$ cat src/rtl/k_nns_unload_pkg.sv
// Shared definitions for the k-NN unload path: FSM encoding and the
// bit-width helper used for distance and index widths.
package k_nns_unload_pkg;

  typedef enum logic [1:0] {
    ST_IDLE = 2'd0,
    ST_SEND = 2'd1,
    ST_DONE = 2'd2
  } state_t;

  // floor(log2(x))+1 for x >= 1: the number of bits needed to hold x
  function automatic int bits_for(input int x);
    int n;
    n = 0;
    for (int v = x; v > 0; v = v >> 1) n++;
    return n;
  endfunction

endpackage

$ cat src/rtl/k_nns_unload_count.sv
// Population count of an N-bit word; the same COUNT block the k-NN core
// uses, so unload distances match the core's distance width exactly.
module k_nns_unload_count
  import k_nns_unload_pkg::*;
#(
  parameter int N  = 15,
  parameter int CW = bits_for(N)
) (
  input  logic [N-1:0]  bits,
  output logic [CW-1:0] count
);

  always_comb begin
    count = '0;
    for (int i = 0; i < N; i++) count = count + CW'(bits[i]);
  end

endmodule

$ cat src/rtl/k_nns_unload.sv
// Snapshots the k-NN core result bus and query on start, then streams the
// K entries nearest-first with a recomputed Hamming distance per entry.
//
// Handshake: an entry moves when out_valid && out_ready at a rising edge;
// while out_valid && !out_ready every output holds its value; out_ready is
// ignored whenever out_valid is low.
module k_nns_unload
  import k_nns_unload_pkg::*;
#(
  parameter int W    = 15,
  parameter int K    = 4,
  parameter int LOGW = bits_for(W),
  parameter int LOGK = bits_for(K)
) (
  input  logic            clk,
  input  logic            rst,
  input  logic            start,
  input  logic [W-1:0]    g_input,
  input  logic [W*K-1:0]  knn_o,
  output logic            out_valid,
  input  logic            out_ready,
  output logic [W-1:0]    out_val,
  output logic [LOGW-1:0] out_dist,
  output logic [LOGK-1:0] out_idx,
  output logic            out_last,
  output logic            busy,
  output logic            done
);

  localparam logic [LOGK-1:0] LAST_IDX = LOGK'(K - 1);

  state_t          state;
  state_t          state_next;
  logic [W*K-1:0]  snap;
  logic [W-1:0]    query;
  logic [LOGK-1:0] idx;
  logic            xfer;
  logic            at_last;

  assign xfer    = (state == ST_SEND) && out_ready;
  assign at_last = (idx == LAST_IDX);

  always_ff @(posedge clk) begin
    if (rst) begin
      state <= ST_IDLE;
      snap  <= '0;
      query <= '0;
      idx   <= '0;
    end else begin
      state <= state_next;
      // Capture only from IDLE so a stray start never disturbs an unload
      if (state == ST_IDLE && start) begin
        snap  <= knn_o;
        query <= g_input;
        idx   <= '0;
      end else if (xfer && !at_last) begin
        idx <= idx + LOGK'(1);
      end
    end
  end

  always_comb begin
    state_next = state;
    case (state)
      ST_IDLE: if (start) state_next = ST_SEND;
      ST_SEND: if (xfer && at_last) state_next = ST_DONE;
      ST_DONE: state_next = ST_IDLE;
      default: state_next = ST_IDLE;
    endcase
  end

  assign out_valid = (state == ST_SEND);
  assign busy      = (state == ST_SEND);
  assign done      = (state == ST_DONE);
  assign out_idx   = idx;
  assign out_last  = out_valid && at_last;
  assign out_val   = snap[int'(idx)*W +: W];

  // Distance is recomputed against the captured query, never taken from the core
  k_nns_unload_count #(
    .N (W),
    .CW(LOGW)
  ) u_count (
    .bits (out_val ^ query),
    .count(out_dist)
  );

endmodule

$ cat config.mk
export PLATFORM = sky130hd
export DESIGN_NAME = k_nns_unload
export DESIGN_NICKNAME = d
export VERILOG_FILES = /design/src/rtl/k_nns_unload_pkg.sv /design/src/rtl/k_nns_unload_count.sv /design/src/rtl/k_nns_unload.sv
export SDC_FILE = /design/constraint.sdc
export NUM_CORES = 1
export LEC_CHECK = 0
export BUFFER_PORTS_ARGS = -buffer_cell sky130_fd_sc_hd__buf_2
export CAP_MARGIN = 20
export CORE_MARGIN = 4
export CORE_UTILIZATION = 40
export DETAILED_ROUTE_END_ITERATION = 7
export HOLD_SLACK_MARGIN = 0.15
export SLEW_MARGIN = 20
export SYNTH_ARGS = -nofsm -noshare
export SYNTH_HDL_FRONTEND = slang
export SYNTH_SLANG_ARGS = --single-unit
$ cat constraint.sdc
create_clock -name clk -period 11.9 [get_ports clk]
set_input_delay 2.38 -clock clk [delete_from_list [all_inputs] [get_ports clk]]
set_output_delay 2.38 -clock clk [all_outputs]
set_load 0.01 [all_outputs]
==> summary.md, run 1 <==
- **Max transition margin** 0.341
- **clock root buffer** sky130_fd_sc_hd__clkbuf_8
- **cell accounting for the most synthesized area** sky130_fd_sc_hd__dfxtp_1
- **Total Wirelength** 9.57 mm
- **setup TNS** 0 ns
- **FF-to-FF path depth** 4
- **synthesized cell area** 3860 um^2
- **post-cts resize count** 0
- **multi-input combinational cell area** 1990 um^2
- **commonest non-fill, non-tap cell in the layout** sky130_fd_sc_hd__nand2_1
- **largest net degree at the start of global routing** 81
- **Sequential Area** 1600 um^2
- **sequential power share** 0.395
- **net switching power of the design** 225 uW
- **shortest clock period the worst path allows after layout** 7.81 ns
- **cell depth of the worst hold path** 2
- **Critical Path Sink Type** output port
- **overall track demand over capacity in global routing** 0.172
- **class of the tightest hold or removal check** flop to flop
- **CTS HTree Levels** 3
- **worst clock skew** 0.00739 ns
- **layout-stage area growth over the synthesis result** 18.7%
- **Setup Slack @ Placement** 4.43 ns
- **Post-CTS Hold Buffers** 0
- **Die Span X** 106 um
- **FF+latch count, synth** 80
- **DRC violations left** 0
- **Inserted Clock Buffers** 9
- **Die ar.** 11300 um^2
- **maximum clock path buffer count** 2
- **internal power** 517 uW
- **I/O pin total** 105
- **critical-path maximum fanout** 33
- **part of the power in the clock network** 0.329
- **post-CTS clock slew at the launch and capture registers of the worst setup and hold paths** 0.07 ns
- **Switching Fraction** 0.303
- **DR vias/cell** 4.83
- **Power per Cell Area** 162 nW/um^2
- **result of the run** finished, final reports clean
- **final setup vio count** 0
- **sink count of the clock tree** 80
- **Avg Synthesized Cell Area** 8.61 um^2
- **DP Wirelength** 6.98 mm
- **worst ir drop on vdd** 131 uV
- **final slew viol count** 0
- **number of standard-cell rows in the floorplan** 35
- **Post-Route Hold Slack** 0.457 ns
- **Mapped Cells** 448
- **number of diodes** 0
- **max-cap check violation count** 0
- **first-pass GRT wire length** 15.4 mm
- **total vias in the final route** 3220
- **Setup Buffers After CTS** 0
- **1st-pass router iterations** 4
- **total placed instance area** 4340 um^2
- **detailed-route wire length per cell** 14.4 um
- **floorplan core area** 9330 um^2
- **type of the setup path with the least slack** flop to output port
- **clk_lat worst skew** 0.35 ns
- **synthesized net count** 544
- **WP data required** 9.52 ns
- **number of global-route vias before repair** 3133
- **initial cell density of the core** 0.414
- **warnings from Yosys** 0
- **least setup slack across all paths after layout** 4.09 ns
- **final net count** 629
- **DRC marker count from the first detailed-route iteration** 169
- **fraction of final layout cells with drive strength greater than 1** 0.257
- **register-to-register setup slack** 9.64 ns
- **critical path arrival** 5.43 ns
- **Detail Route Antenna Nets** 0
- **leakage power** 0.00196 uW
- **Chip Height** 106 um
- **share of synthesized area occupied by flip-flops and latches** 0.415
- **count of distinct cell types in the synthesized netlist** 29
- **final count of hold timing violations** 0
- **fin crit share** 0.656
- **Placer Congestion** 0.821
- **remaining global-route overflow** 0
- **count of input and output buffers** 104
- **Gate power share** 0.276
- **total of fill cells in the finished design** 973
- **leading cell types in the layout, fill and taps excluded** sky130_fd_sc_hd__nand2_1 (151), sky130_fd_sc_hd__buf_2 (104), sky130_fd_sc_hd__dfxtp_1 (79)
- **largest cells by area after synthesis** sky130_fd_sc_hd__dfxtp_1 (42%), sky130_fd_sc_hd__nand2_1 (15%), sky130_fd_sc_hd__a21oi_1 (10%), sky130_fd_sc_hd__mux2i_1 (8.0%), sky130_fd_sc_hd__fa_1 (4.7%)
- **kind of start point of the critical path** flop
- **setup repair after global routing missed its margin** no
- **antenna violations before repair** 0
- **maximum frequency from static timing analysis** 128 MHz
- **proportion of netlist area held by the largest area contributor** 0.415
- **slew of the pin with the lowest slew margin** 0.989 ns
- **CTS tree** done
- **final non-filler cell area** 4580 um^2
## path summary, 6_finish.rpt
kind | start | to
worst min-delay path | snap[13] | snap[13]
worst max-delay path | out_idx[1] | out_dist[3]
worst min register to register | snap[13] | snap[13]
worst max register to register | out_idx[1] | out_idx[2]
## layer usage
metal	part of all wire	track usage	vias up
li1	-	-	1641
met1	0.50	0.245	1484
met2	0.44	0.263	86
met3	0.053	0.0346	9
met4	0.011	0.0527	0
met5	0	0	-
## final cells by class
type,count,share of cell area
clock buffers,10,0.0301
clock inverters,5,0.0227
well taps,129,0.0353
multi-input cells,324,0.434
flip-flops and latches,80,0.350
inverters,11,0.00902
repair buffers,107,0.119
## sequential cells by signal, indices dropped and copies added (netlist names)
| name | count |
|---|---|
| query | 15 |
| state | 2 |
| snap | 60 |
| out_idx | 3 |
## worst max-delay path, stage by stage, from the launching register on
cell and delay, ns:
sky130_fd_sc_hd__dfxtp_2 0.99, sky130_fd_sc_hd__mux2i_1 0.32, sky130_fd_sc_hd__o22ai_2 0.14, sky130_fd_sc_hd__xor2_1 0.18, sky130_fd_sc_hd__ha_1 0.33, sky130_fd_sc_hd__fa_1 0.52
sky130_fd_sc_hd__fa_1 0.46, sky130_fd_sc_hd__fa_1 0.51, sky130_fd_sc_hd__inv_1 0.05, sky130_fd_sc_hd__fa_1 0.60, sky130_fd_sc_hd__inv_1 0.06, sky130_fd_sc_hd__ha_1 0.28
sky130_fd_sc_hd__a21o_1 0.18, sky130_fd_sc_hd__a21oi_1 0.17, sky130_fd_sc_hd__xnor2_1 0.14, sky130_fd_sc_hd__buf_2 0.15
## through the flow
stage / instances / utilization / total power (uW)
floorplan: 448 / - / 445
global route: 666 / 0.491 / 790
CTS: 666 / 0.491 / 750
finish: 666 / 0.491 / 742
global placement: 651 / 0.465 / 499
detailed placement: 651 / 0.465 / 507
## cell usage after synthesis, drive strengths merged
cell type and count:
buf 23, and4bb 1, and2 1, and3b 1, fa 9, or2 1, nor2b 2, or3b 1
nor3b 1, a21o 1, xor2 13, a21oi 77, ha 8, clkbuf 10, nor3 2, mux2i 31
dfxtp 80, nor2 2, o22ai 15, nand2b 1, nand2 151, inv 11, a2111oi 1, xnor2 5
## cell families (layout without fill, tap and decap cells)
group                    count (synthesis)  count (layout)  synth area share
multiplexers                            31              31            0.0804
XOR/XNOR                                18              18            0.0409
buffers and inverters                   44             133            0.0714
AO/OA/AOI/OAI                           94              94             0.148
adder cells (fa/ha/maj)                 17              17            0.0727
flip-flops                              80              80             0.415
AND/OR/NAND/NOR                        164             164             0.171
## power by group through the flow
stage / logic [uW] / clock network [uW] / registers (uW)
detailed placement: 208 / 0 / 299
floorplan: 149 / 0 / 296
finish: 205 / 244 / 293
global placement: 200 / 0 / 299
global route: 236 / 259 / 295
CTS: 209 / 249 / 293
(Power assumes the default switching activity.)
==> inputs of run 2 (changes only) <==
Settings changed: ABC_AREA from default to 1.
Clock period 11.9 ns to 7.3 ns, I/O delays scaled along.
==> summary.md, run 2 <==
- **Die Span X** 108 um, +1.9%
- **DR vias/cell** 4.74, -1.9%
- **Switching Fraction** 0.341, +0.0374
- **Placer Congestion** 0.879, +7.0%
- **detailed-route wire length per cell** 13.1 um, -8.7%
- **Gate power share** 0.374, +0.098
- **overall track demand over capacity in global routing** 0.185, +0.0128
- **layout-stage area growth over the synthesis result** 18.6%, about the same
- **CTS HTree Levels** 3, unchanged
- **clk_lat worst skew** 0.35 ns, about the same
- **shortest clock period the worst path allows after layout** 6.53 ns
- **parity-gate share of the synthesized area counting xor and xnor cells** 0.00436, -0.0365
- **class of the tightest hold or removal check** flop to flop
- **final std cells w/o fill** 802, +20%
- **adder-cell share of the synthesized area** 0.0698, -0.00285
- **result of the run** finished, final reports clean
- **Critical R2R Launch** state[0]
- **kind of start point of the critical path** flop
- **register ranked first by flip-flop count** snap
- **least setup slack across all paths after layout** 0.773 ns, -3.32 ns
- **synthesized-area fraction occupied by ao, oa, aoi and oai cells** 0.192, +0.0437
- **launching instance or port of the critical path** out_idx[1]
- **worst ir drop on vdd** 185 uV, +40%
- **Chip Height** 108 um, +1.9%
- **FF-to-FF path depth** 5, +1
- **register-to-register setup slack** 5.22 ns, -4.42 ns
- **main combinational cell family by area after synthesis** compound AO/OA/AOI/OAI gates
- **fraction of final layout cells with drive strength greater than 1** 0.185, -0.0716
- **clock root buffer** sky130_fd_sc_hd__clkbuf_8
- **number of diodes** 0, unchanged
- **Overall Power** 1340 uW, +81%
- **final net count** 760, +21%
- **total vias in the final route** 3802, +18%
- **commonest non-fill, non-tap cell in the layout** sky130_fd_sc_hd__nand2_1
- **Die ar.** 11700 um^2, +3.8%
- **worst clock skew** 0.00748 ns, +0.0000924 ns
- **Power per Cell Area** 282 nW/um^2, +74%
- **max-cap check violation count** 0, unchanged
- **post-cts resize count** 0, unchanged
- **instance count after placement with tap cells included** 786, +21%
- **EDFF count, synth** 0, unchanged
- **sequential power share** 0.359, -0.036
- **WP data required** 5.84 ns, -3.68 ns
- **DP Wirelength** 7.95 mm, +14%
- **flip-flop count of the largest register after layout** 60, unchanged
- **net switching power of the design** 457 uW, +100%
- **critical-path maximum fanout** 19, -42%
- **Crit Reg-Reg Endpoint** snap[1]
- **initial cell density of the core** 0.411, -0.00277
- **most frequently used flop master after synthesis** sky130_fd_sc_hd__dfxtp_1
- **cell depth of the worst hold path** 2, unchanged
- **number of standard-cell rows in the floorplan** 36, +2.9%
- **floorplan core area** 9770 um^2, +4.8%
- **FF+latch count, synth** 80, unchanged
- **total placed instance area** 4550 um^2, +4.9%
- **final slew viol count** 0, unchanged
- **critical path arrival** 5.07 ns, -0.36 ns
- **count of input and output buffers** 104, unchanged
- **share of synthesized area occupied by flip-flops and latches** 0.399, -0.0163
- **Inserted Clock Buffers** 9, unchanged
- **Post-CTS Hold Buffers** 0, unchanged
- **top cell types by occurrence after synthesis** sky130_fd_sc_hd__nand2_1 (131), sky130_fd_sc_hd__inv_1 (105), sky130_fd_sc_hd__dfxtp_1 (80)
- **1st-pass router iterations** 5, +1
- **post-CTS clock slew at the launch and capture registers of the worst setup and hold paths** 0.08 ns, about the same
- **part of the power in the clock network** 0.267, -0.062
- **warnings from Yosys** 0, unchanged
- **most repeated cell in the gate-level netlist after synthesis** sky130_fd_sc_hd__nand2_1
- **mux contribution to synthesized area** 0, -0.0804
- **type of the setup path with the least slack** flop to output port
- **Setup Slack @ Placement** 1.16 ns, -3.27 ns
- **final non-filler cell area** 4760 um^2, +4.0%
- **I/O pin total** 105, unchanged
- **slew of the pin with the lowest slew margin** 0.940 ns, -0.0491 ns
- **cell accounting for the most synthesized area** sky130_fd_sc_hd__dfxtp_1
- **worst setup path endpoint** out_dist[2]
- **largest cells by area after synthesis** sky130_fd_sc_hd__dfxtp_1 (40%), sky130_fd_sc_hd__nand2_1 (12%), sky130_fd_sc_hd__a21oi_1 (9.8%), sky130_fd_sc_hd__inv_1 (9.8%), sky130_fd_sc_hd__o21ai_0 (8.5%)
- **post-synthesis async set-or-reset flop share** 0, unchanged
- **sink count of the clock tree** 80, unchanged
- **Critical Path Sink Type** output port
- **largest net degree at the start of global routing** 85, +4.9%
- **CTS tree** done
- **leakage power** 0.00245 uW, +25%
- **Setup Buffers After CTS** 0, unchanged
- **leading cell types in the layout, fill and taps excluded** sky130_fd_sc_hd__nand2_1 (131), sky130_fd_sc_hd__inv_1 (105), sky130_fd_sc_hd__buf_2 (104)
- **remaining global-route overflow** 0, unchanged
- **simple logic cell fraction of the synthesized area** 0.189, +0.0176
- **first-pass GRT wire length** 16.8 mm, +8.8%
- **synthesized cell area** 4020 um^2, +4.1%
- **DRC violations left** 0, unchanged
- **final count of hold timing violations** 0, unchanged
- **maximum clock path buffer count** 2, unchanged
- **antenna violations before repair** 0, unchanged
- **proportion of netlist area held by the largest area contributor** 0.399, -0.0163
- **number of global-route vias before repair** 3610, +15%
- **fin crit share** 0.894
- **Max transition margin** 0.373, +0.0318
- **Detail Route Antenna Nets** 0, unchanged
- **Avg Synthesized Cell Area** 6.89 um^2, -20%
- **Total Wirelength** 10.5 mm, +10%
- **Mapped Cells** 583, +30%
- **maximum frequency from static timing analysis** 153 MHz
- **count of distinct cell types in the synthesized netlist** 20, -31%
- **setup TNS** 0 ns, unchanged
- **internal power** 884 uW, +71%
- **synthesized net count** 679, +25%
- **final setup vio count** 0, unchanged
- **DRC marker count from the first detailed-route iteration** 226, +34%
- **setup repair after global routing missed its margin** no
## run 2: cell types whose count changed after synthesis, sizes merged, moves of 2 or more
cell	before	now
mux2i	31	0
clkbuf	10	15
inv	11	108
nand3	0	46
a21oi	77	79
nor2b	2	0
nor2	2	6
xnor2	5	1
o21ai	0	75
xor2	13	1
o22ai	15	0
nor3	2	0
nand2	151	132
## run 2: worst min-delay path by stage
stage | start | end | slack (ns)
3_5_place_dp | snap[2] | snap[2] | 0.45
6_report | snap[1] | snap[1] | 0.45
3_3_place_gp | snap[2] | snap[2] | 0.44
2_1_floorplan | snap[22] | snap[22] | 0.43
5_1_grt | snap[11] | snap[11] | 0.47
4_1_cts | snap[2] | snap[2] | 0.46
## run 2: cell type report
type	count	area (um^2)
fillers	1041	5010
multi-input cells	358	1830
flip-flops and latches	80	1600
repair buffers	107	543
inverters	108	405
well taps	133	166
clock buffers	13	149
clock inverters	3	65.1
## run 2: worst max-delay path, cell delays in order, from the launching register on
cell and delay (ns):
sky130_fd_sc_hd__dfxtp_1 0.72, sky130_fd_sc_hd__inv_2 0.26, sky130_fd_sc_hd__nand3_1 0.15, sky130_fd_sc_hd__nand2_1 0.08, sky130_fd_sc_hd__nand2_1 0.09, sky130_fd_sc_hd__nand2_1 0.05
sky130_fd_sc_hd__nand2_1 0.06, sky130_fd_sc_hd__ha_1 0.24, sky130_fd_sc_hd__fa_1 0.52, sky130_fd_sc_hd__fa_1 0.52, sky130_fd_sc_hd__fa_1 0.54, sky130_fd_sc_hd__inv_1 0.05
sky130_fd_sc_hd__fa_1 0.46, sky130_fd_sc_hd__inv_1 0.07, sky130_fd_sc_hd__ha_1 0.16, sky130_fd_sc_hd__inv_1 0.06, sky130_fd_sc_hd__fa_1 0.37, sky130_fd_sc_hd__xnor2_1 0.15
sky130_fd_sc_hd__buf_2 0.14
## run 2: power groups by stage
stage          Sequential [uW]  Clock [uW]  Combinational [uW]
2_1_floorplan              490           0                 358
3_3_place_gp               491           0                 498
3_5_place_dp               492           0                 510
4_1_cts                    482         364                 512
5_1_grt                    485         386                 588
6_report                   482         358                 501
## run 2: metal layers
| metal | vias up | share of wire | track usage |
|---|---|---|---|
| met5 | - | 0 | 0 |
| met4 | 0 | 0.019 | 0.0631 |
| met3 | 16 | 0.056 | 0.0400 |
| met2 | 105 | 0.47 | 0.301 |
| met1 | 1693 | 0.46 | 0.244 |
| li1 | 1988 | - | - |
## run 2: through the flow
stage / util / hold slack, ns
after floorplan: - / 0.429
after global placement: 0.465 / 0.440
after detailed placement: 0.465 / 0.445
after CTS: 0.487 / 0.456
after global routing: 0.487 / 0.468
final: 0.487 / 0.455
## run 2: cells by family (layout without fill, tap and decap cells)
kind of cell             count (synthesis)  in the layout
AO/OA/AOI/OAI                          154            154
AND/OR/NAND/NOR                        185            185
adder cells (fa/ha/maj)                 17             17
buffers and inverters                  145            231
XOR/XNOR                                 2              2
flip-flops                              80             80
